--- src/rtl/kt_seq_pkg.sv ---
// Shared types and constants for the Knight's Tour command sequencer.
//   seq_state_t : sequencer FSM states
//   KT_ACK      : positive acknowledge byte returned by the robot
//   KT_CMD_CAL  : calibrate command, the usual first entry of a sequence
package kt_seq_pkg;

  typedef enum logic [2:0] {
    S_IDLE,
    S_LOAD,
    S_SEND,
    S_WAIT_SENT,
    S_WAIT_RESP,
    S_CHECK,
    S_FIN
  } seq_state_t;

  localparam logic [7:0]  KT_ACK     = 8'hA5;
  localparam logic [15:0] KT_CMD_CAL = 16'h2000;

endpackage

--- src/rtl/seq_timeout_tmr.sv ---
// Response timeout counter for the command sequencer.
//   clk, rst_n : clock, async active-low reset
//   clr        : restart the count (the clearing cycle itself is count 0)
//   en         : advance the count
//   tc         : high while enabled at count TMO_CYC-1
// Parameters: TMO_W counter width, TMO_CYC cycles allowed (>= 2).
module seq_timeout_tmr #(
  parameter int TMO_W   = 24,
  parameter int TMO_CYC = 8_000_000
) (
  input  logic clk,
  input  logic rst_n,
  input  logic clr,
  input  logic en,
  output logic tc
);

  localparam logic [TMO_W-1:0] TC_VAL = TMO_W'(TMO_CYC - 1);

  logic [TMO_W-1:0] cnt;

  // The clearing cycle counts as cycle 0, so the register restarts at 1.
  // The count parks at the terminal value until the next clear.
  always_ff @(posedge clk or negedge rst_n) begin
    if (!rst_n)                      cnt <= '0;
    else if (clr)                    cnt <= TMO_W'(1);
    else if (en && (cnt != TC_VAL))  cnt <= cnt + TMO_W'(1);
  end

  assign tc = en && (cnt == TC_VAL);

endmodule

--- src/rtl/cmd_sequencer.sv ---
// Command sequencer: replays a programmed list of commands into remoteComm,
// waits for each response (with timeout) and compares it to an expected byte.
//   prog_we/prog_addr/prog_cmd/prog_exp : sequence memory write port (idle only)
//   seq_len, start, abort               : run control
//   cmd, send_cmd / cmd_sent, resp_rdy, resp : remoteComm handshake
//   busy, done, pass, fail_cnt, fail_idx, tmo_err : run status
// Build option: define SEQ_RETRY_EN to re-send an entry once after a timeout;
// this adds the retry_cnt output (retries in the last run).
module cmd_sequencer
  import kt_seq_pkg::*;
#(
  parameter int DEPTH       = 16,
  parameter int CMD_W       = 16,
  parameter int RESP_W      = 8,
  parameter int TMO_W       = 24,
  parameter int TMO_CYC     = 8_000_000,
  parameter int STOP_ON_ERR = 1
) (
  input  logic                     clk,
  input  logic                     rst_n,
  input  logic                     prog_we,
  input  logic [$clog2(DEPTH)-1:0] prog_addr,
  input  logic [CMD_W-1:0]         prog_cmd,
  input  logic [RESP_W-1:0]        prog_exp,
  input  logic [$clog2(DEPTH):0]   seq_len,
  input  logic                     start,
  input  logic                     abort,
  output logic [CMD_W-1:0]         cmd,
  output logic                     send_cmd,
  input  logic                     cmd_sent,
  input  logic                     resp_rdy,
  input  logic [RESP_W-1:0]        resp,
  output logic                     busy,
  output logic                     done,
  output logic                     pass,
  output logic [$clog2(DEPTH):0]   fail_cnt,
  output logic [$clog2(DEPTH)-1:0] fail_idx,
  output logic                     tmo_err
`ifdef SEQ_RETRY_EN
  ,
  output logic [$clog2(DEPTH):0]   retry_cnt
`endif
);

  localparam int AW = $clog2(DEPTH);
  localparam int LW = AW + 1;

  function automatic logic [LW-1:0] sat_inc(input logic [LW-1:0] v);
    return (v == '1) ? v : v + LW'(1);
  endfunction

  seq_state_t        state, state_d;
  logic [CMD_W-1:0]  mem_cmd [DEPTH];
  logic [RESP_W-1:0] mem_exp [DEPTH];
  logic [AW-1:0]     idx;
  logic [LW-1:0]     len_q;
  logic [RESP_W-1:0] exp_q, resp_q;
  logic              tmo_flag, rdy_q, resp_rise, is_last, chk_fail, tc;
  logic              go_run, go_empty, do_load, tmr_clr, tmr_en, cap_resp;
  logic              set_tmo, do_retry, rec_fail, idx_inc, fin_chk, tmo_hit;
`ifdef SEQ_RETRY_EN
  logic              retried;
`endif

  assign resp_rise = resp_rdy & ~rdy_q;
  assign is_last   = ({1'b0, idx} == (len_q - LW'(1)));
  assign chk_fail  = tmo_flag || (resp_q != exp_q);
  assign send_cmd  = (state == S_SEND);
  assign done      = (state == S_FIN);
  assign busy      = (state != S_IDLE) && (state != S_FIN);

  seq_timeout_tmr #(.TMO_W(TMO_W), .TMO_CYC(TMO_CYC)) u_tmr (
    .clk   (clk),
    .rst_n (rst_n),
    .clr   (tmr_clr),
    .en    (tmr_en),
    .tc    (tc)
  );

  always_ff @(posedge clk or negedge rst_n) begin
    if (!rst_n) state <= S_IDLE;
    else        state <= state_d;
  end

  always_comb begin
    state_d  = state;
    go_run   = 1'b0;
    go_empty = 1'b0;
    do_load  = 1'b0;
    tmr_clr  = 1'b0;
    tmr_en   = 1'b0;
    cap_resp = 1'b0;
    set_tmo  = 1'b0;
    do_retry = 1'b0;
    rec_fail = 1'b0;
    idx_inc  = 1'b0;
    fin_chk  = 1'b0;
    tmo_hit  = 1'b0;
    if (abort) begin
      state_d = S_IDLE;
    end else begin
      case (state)
        S_IDLE: begin
          if (start) begin
            if (seq_len == '0) begin
              go_empty = 1'b1;
              state_d  = S_FIN;
            end else begin
              go_run  = 1'b1;
              state_d = S_LOAD;
            end
          end
        end
        S_LOAD: begin
          do_load = 1'b1;
          state_d = S_SEND;
        end
        S_SEND: begin
          tmr_clr = 1'b1;
          state_d = S_WAIT_SENT;
        end
        S_WAIT_SENT: begin
          tmr_en = 1'b1;
          if (cmd_sent) state_d = S_WAIT_RESP;
          else if (tc)  tmo_hit = 1'b1;
        end
        S_WAIT_RESP: begin
          tmr_en = 1'b1;
          // A response arriving on the terminal-count cycle still counts.
          if (resp_rise) begin
            cap_resp = 1'b1;
            state_d  = S_CHECK;
          end else if (tc) begin
            tmo_hit = 1'b1;
          end
        end
        S_CHECK: begin
          rec_fail = chk_fail;
          if ((chk_fail && (STOP_ON_ERR != 0)) || is_last) begin
            fin_chk = 1'b1;
            state_d = S_FIN;
          end else begin
            idx_inc = 1'b1;
            state_d = S_LOAD;
          end
        end
        S_FIN:   state_d = S_IDLE;
        default: state_d = S_IDLE;
      endcase
      if (tmo_hit) begin
`ifdef SEQ_RETRY_EN
        // cmd still holds the entry, so a retry goes straight back to SEND.
        if (!retried) begin
          do_retry = 1'b1;
          state_d  = S_SEND;
        end else begin
          set_tmo = 1'b1;
          state_d = S_CHECK;
        end
`else
        set_tmo = 1'b1;
        state_d = S_CHECK;
`endif
      end
    end
  end

  // Sequence memory and compare operands carry no reset.
  always_ff @(posedge clk) begin
    if (prog_we && !busy) begin
      mem_cmd[prog_addr] <= prog_cmd;
      mem_exp[prog_addr] <= prog_exp;
    end
    if (do_load)  exp_q  <= mem_exp[idx];
    if (cap_resp) resp_q <= resp;
  end

  always_ff @(posedge clk or negedge rst_n) begin
    if (!rst_n) begin
      cmd      <= '0;
      pass     <= 1'b0;
      fail_cnt <= '0;
      fail_idx <= '0;
      tmo_err  <= 1'b0;
      idx      <= '0;
      len_q    <= '0;
      tmo_flag <= 1'b0;
      rdy_q    <= 1'b0;
`ifdef SEQ_RETRY_EN
      retried   <= 1'b0;
      retry_cnt <= '0;
`endif
    end else begin
      rdy_q <= resp_rdy;
      if (abort) pass <= 1'b0;
      if (go_run || go_empty) begin
        pass     <= go_empty;
        fail_cnt <= '0;
        fail_idx <= '0;
        tmo_err  <= 1'b0;
        idx      <= '0;
        len_q    <= seq_len;
`ifdef SEQ_RETRY_EN
        retry_cnt <= '0;
`endif
      end
      if (do_load) begin
        cmd      <= mem_cmd[idx];
        tmo_flag <= 1'b0;
`ifdef SEQ_RETRY_EN
        retried  <= 1'b0;
`endif
      end
      if (set_tmo) tmo_flag <= 1'b1;
`ifdef SEQ_RETRY_EN
      if (do_retry) begin
        retried   <= 1'b1;
        retry_cnt <= sat_inc(retry_cnt);
      end
`endif
      if (rec_fail) begin
        fail_cnt <= sat_inc(fail_cnt);
        if (fail_cnt == '0) begin
          fail_idx <= idx;
          tmo_err  <= tmo_flag;
        end
      end
      if (idx_inc) idx  <= idx + AW'(1);
      if (fin_chk) pass <= (fail_cnt == '0) && !chk_fail;
    end
  end

endmodule
--- config.mk ---
export PLATFORM = sky130hd
export DESIGN_NAME = cmd_sequencer
export DESIGN_NICKNAME = d
export VERILOG_FILES = /design/src/rtl/kt_seq_pkg.sv /design/src/rtl/seq_timeout_tmr.sv /design/src/rtl/cmd_sequencer.sv
export SDC_FILE = /design/constraint.sdc
export NUM_CORES = 1
export LEC_CHECK = 0
export BUFFER_PORTS_ARGS = -buffer_cell sky130_fd_sc_hd__buf_4
export CORE_ASPECT_RATIO = 0.6
export CORE_MARGIN = 2
export CORE_UTILIZATION = 50
export DETAILED_ROUTE_END_ITERATION = 10
export PLACE_DENSITY = 0.67
export SYNTH_ARGS = -nofsm -noshare
export SYNTH_HDL_FRONTEND = slang
export SYNTH_SLANG_ARGS = --single-unit
--- constraint.sdc ---
create_clock -name clk -period 4.02 [get_ports clk]
set_input_delay 0 -clock clk [delete_from_list [all_inputs] [get_ports clk]]
set_output_delay 0 -clock clk [all_outputs]
set_load 0.01 [all_outputs]
==> flow_summary.ini <==
[clock_network]
quantity_of_hold_fixing_buffers_added_after_cts = 43
htree_num_levels = 2
post_cts_gate_resize_count = 0
cts.reportedPaths.clkPinSlew_ns = 0.07
cts_buffers = 41
insertion_delay_ns = 0.54
maximum_number_of_buffers_from_clock_root_to_sink = 3
tritoncts = built
ctsRootBufferMaster = sky130_fd_sc_hd__clkbuf_16
cts.sink_count = 465
cts_post_setup_buffers_inserted = 0

[drt]
routed-via-count = 9314
topRoutingLayerUsed = met4
drt_iter0_markers = 1124
wl_per_cell_um = 24.5
vias_cell = 5.92
met3RoutedLength_mm = 2.67
detailedRoute.firstPassIterationCount = 5
detail_route.wirelength.met1_mm = 18.3
drc_errors = 0
number_of_nets_still_failing_antenna_checks_after_routing = 0
detailroute.wirelength.met2_mm = 16.9
wl_mm = 38.5

[worst_setup_path]
worstSetupEndpointType = flop
slowest_delay_ns = 0.72
cp-start-kind = flop
critPathKind = flop to flop
worstPathRequired_ns = 4.18
slowest_stage = sky130_fd_sc_hd__nor2_4
critical_path.top_delay_family = simple AND/OR/NAND/NOR gates
cp_max_fo = 24
cp.arrival_ns = 3.21
worstPathBufferInverterCount = 0
regToRegSetupSlack_ns = 0.97
crit_chain = nor2b_1, nor3_1, nand2_1, or3_1, nor2_4

[timing]
slew_headroom_pct = 27.1
fin_skew_ns = 0.0131
unrepaired_setup_endpoints_after_global_routing = no
maxSlewViolCount = 0
hold_ws_ns = 0.0279
max_slew.worst_pin.slew_ns = 1.09
finalWorstPathRequiredPeriod_ns = 3.05
clock.fmax_mhz = 328
layout_worst_path_cycle_share_pct = 75.9
finalSetupTns_ns = 0
number_of_setup_violations_in_the_final_report = 0
final_critical_path_setup_slack_ns = 0.969
final_hold_viol_count = 0

[pwr]
clock_power_share_pct = 35.8
p_per_area_nw_per_um2 = 491
peakVddDrop_mv = 0.440
internal_dissipation_mw = 8.15
pwr-share-seq_pct = 53.9
power_frac_comb_pct = 10.3
power_switching_mw = 2.43
leakagePower_nw = 7.10
swShare_pct = 23.0

[synth]
synth.cell_area_um2 = 18600
synth_cell_types = 61
postSynthAreaPerCell_um2 = 20.2
yosysSeqAreaShare_pct = 73.5
synthesis.nets = 974
yosys_register_bits = 465
largest_cells_by_area_after_synthesis = sky130_fd_sc_hd__edfxtp_1 65%, sky130_fd_sc_hd__mux4_2 14%, sky130_fd_sc_hd__dfrtp_1 8.8%
yosysTopAreaCell = sky130_fd_sc_hd__edfxtp_1
synth-edff-count = 400
ys.flop_type = sky130_fd_sc_hd__edfxtp_1
synthesis.yosys.warnings = 0
postSynthCellCount = 920
synth_top_area_share_pct = 64.7
share_of_synthesized_flip_flops_with_an_asynchronous_set_or_reset_pct = 14.0

[global_routing]
antenna_found_initial = 0
via_count_of_the_first_global_routing_pass = 9312
grt_first_pass_wirelength_mm = 58.5
grt_start_max_net_pins = 66
grtUsageTotal_pct = 20.5
grt-ovfl-total = 0

[layout]
insertedDiodeCount = 0
layout.cells.non_filler = 1572
filler_cell_count = 2657
post_route_cells_drive_above_1_share_pct = 29.5
fin_util_pct = 59.2
finalNetCount = 1120
synthToLayoutAreaGrowth_pct = 16.2

[status]
run_status = completed

[floorplanning]
core-area_um2 = 36400
initial_utilization_pct = 50.9
num_io_pins = 78
die_h_um = 153
die_w_um = 253
die_area_um2 = 38700
num_rows = 54

[placement]
preCtsSetupSlack_ns = 1.01
finalWeightedCongestion = 0.827
hpwlAfterDp_mm = 21.9
placedCellCount = 1456
portBuffers = 77

[worst_hold_path]
hold_class = input pin to flop

[flow_run]
cap_violations = 0
[cell usage in the layout, fill, tap and decap left out, types with 3 or more instances in the layout]
| master | netlist | final |
|---|---|---|
| sky130_fd_sc_hd__edfxtp_1 | 400 | 400 |
| sky130_fd_sc_hd__mux4_2 | 119 | 119 |
| sky130_fd_sc_hd__buf_4 | 1 | 99 |
| sky130_fd_sc_hd__dfrtp_1 | 65 | 62 |
| sky130_fd_sc_hd__clkbuf_16 | 0 | 43 |
| sky130_fd_sc_hd__dlygate4sd3_1 | 0 | 43 |
| sky130_fd_sc_hd__nand2_1 | 28 | 28 |
| sky130_fd_sc_hd__xor2_1 | 28 | 28 |
| sky130_fd_sc_hd__nor2_1 | 41 | 28 |
| sky130_fd_sc_hd__mux2_2 | 21 | 21 |
| sky130_fd_sc_hd__clkbuf_1 | 18 | 15 |
| sky130_fd_sc_hd__inv_1 | 13 | 13 |
| sky130_fd_sc_hd__nor2_4 | 0 | 13 |
| sky130_fd_sc_hd__mux2i_1 | 12 | 12 |
| sky130_fd_sc_hd__nand3_1 | 11 | 11 |
| sky130_fd_sc_hd__and3_1 | 10 | 10 |
| sky130_fd_sc_hd__o21ai_0 | 10 | 10 |
| sky130_fd_sc_hd__nand4_1 | 9 | 9 |
| sky130_fd_sc_hd__nor3_1 | 12 | 8 |
| sky130_fd_sc_hd__nand2b_1 | 8 | 8 |
| sky130_fd_sc_hd__a21oi_1 | 8 | 8 |
| sky130_fd_sc_hd__nor2b_1 | 7 | 7 |
| sky130_fd_sc_hd__o211ai_1 | 6 | 6 |
| sky130_fd_sc_hd__ha_1 | 6 | 6 |
| sky130_fd_sc_hd__nand3b_1 | 5 | 5 |
| sky130_fd_sc_hd__clkinv_1 | 0 | 5 |
| sky130_fd_sc_hd__or3_1 | 4 | 4 |
| sky130_fd_sc_hd__nor3_2 | 0 | 4 |
| sky130_fd_sc_hd__nand4b_1 | 4 | 4 |
| sky130_fd_sc_hd__nor3b_1 | 4 | 4 |
| sky130_fd_sc_hd__xnor2_1 | 4 | 4 |
| sky130_fd_sc_hd__nor4_1 | 4 | 4 |
| sky130_fd_sc_hd__clkinv_2 | 0 | 4 |
| sky130_fd_sc_hd__nor4b_1 | 3 | 3 |
| sky130_fd_sc_hd__and4_1 | 3 | 3 |
| sky130_fd_sc_hd__buf_12 | 0 | 3 |
[final timing paths]
check / from / endpoint / cells past startpoint
worst max-delay path: state[2] / mem_cmd[2][13] / 5
worst min-delay path: prog_addr[0] / mem_cmd[4][6] / 3
worst max register to register: state[2] / mem_cmd[2][13] / 5
worst min register to register: u_tmr.cnt[6] / u_tmr.cnt[6] / 1
max in group asynchronous: rst_n / idx[1] / 2
min in group asynchronous: rst_n / state[1] / 2
[Yosys cell counts (12+ instances only)]
cell / n
sky130_fd_sc_hd__nand2_1: 28
sky130_fd_sc_hd__mux2_2: 21
sky130_fd_sc_hd__nor3_1: 12
sky130_fd_sc_hd__mux4_2: 119
sky130_fd_sc_hd__mux2i_1: 12
sky130_fd_sc_hd__edfxtp_1: 400
sky130_fd_sc_hd__dfrtp_1: 65
sky130_fd_sc_hd__clkbuf_1: 18
sky130_fd_sc_hd__xor2_1: 28
sky130_fd_sc_hd__nor2_1: 41
sky130_fd_sc_hd__inv_1: 13
[worst min-delay path, delay by kind of cell]
kind                   cells  cell delay [ns]
AND/OR/NAND/NOR            1             0.06
buffers and inverters      2             0.32
[flip-flops by register name (all words and copies together) (netlist names), 3 cells and up]
name,flops
mem_exp,128
idx,4
cmd,16
u_tmr.cnt,24
fail_idx,4
mem_cmd,256
state,3
fail_cnt,5
exp_q,8
resp_q,8
len_q,5
[metal layers]
layer	track usage, %	vias to the layer above
met2	29.2	335
met3	3.63	53
li1	-	4058
met1	33.5	4868
met4	4.34	0
met5	0	-
[power by group through the flow]
stage                     clock, mW  sequential, mW  combinational, mW
after global routing           4.09            5.73               1.18
after CTS                      3.88            5.70               1.10
after detailed placement          0            5.80               1.04
after floorplan                   0            5.76              0.571
after global placement            0            5.79               1.02
final                          3.79            5.70               1.09
[cell families (layout without fill, tap and decap cells)]
group / Yosys count / count (layout) / share of synthesized area (%)
multiplexers: 153 / 153 / 16.5
adder cells (fa/ha/maj): 6 / 6 / 0.405
XOR/XNOR: 32 / 32 / 1.51
AO/OA/AOI/OAI: 49 / 49 / 2.02
flip-flops: 465 / 465 / 73.5
AND/OR/NAND/NOR: 159 / 159 / 4.54
buffers and inverters: 56 / 232 / 1.51
[stage by stage]
stage          total power, mW  instance area [um2]
6_report                  10.6                21600
3_5_place_dp              6.84                19900
2_1_floorplan             6.33                18600
4_1_cts                   10.7                21600
5_1_grt                   11.0                21600
3_3_place_gp              6.81                19900
[cell type report]
cell class / instances / area [um2] / area share (%)
Inverter: 14 / 52.6 / 0.244
Multi-Input combinational cell: 399 / 4750 / 22.1
Clock inverter: 13 / 113 / 0.522
Timing Repair Buffer: 145 / 1230 / 5.72
Clock buffer: 60 / 1160 / 5.38
Sequential cell: 465 / 13600 / 63.3
Tap cell: 476 / 596 / 2.76
Note: power is estimated with default switching activity, not from simulation.
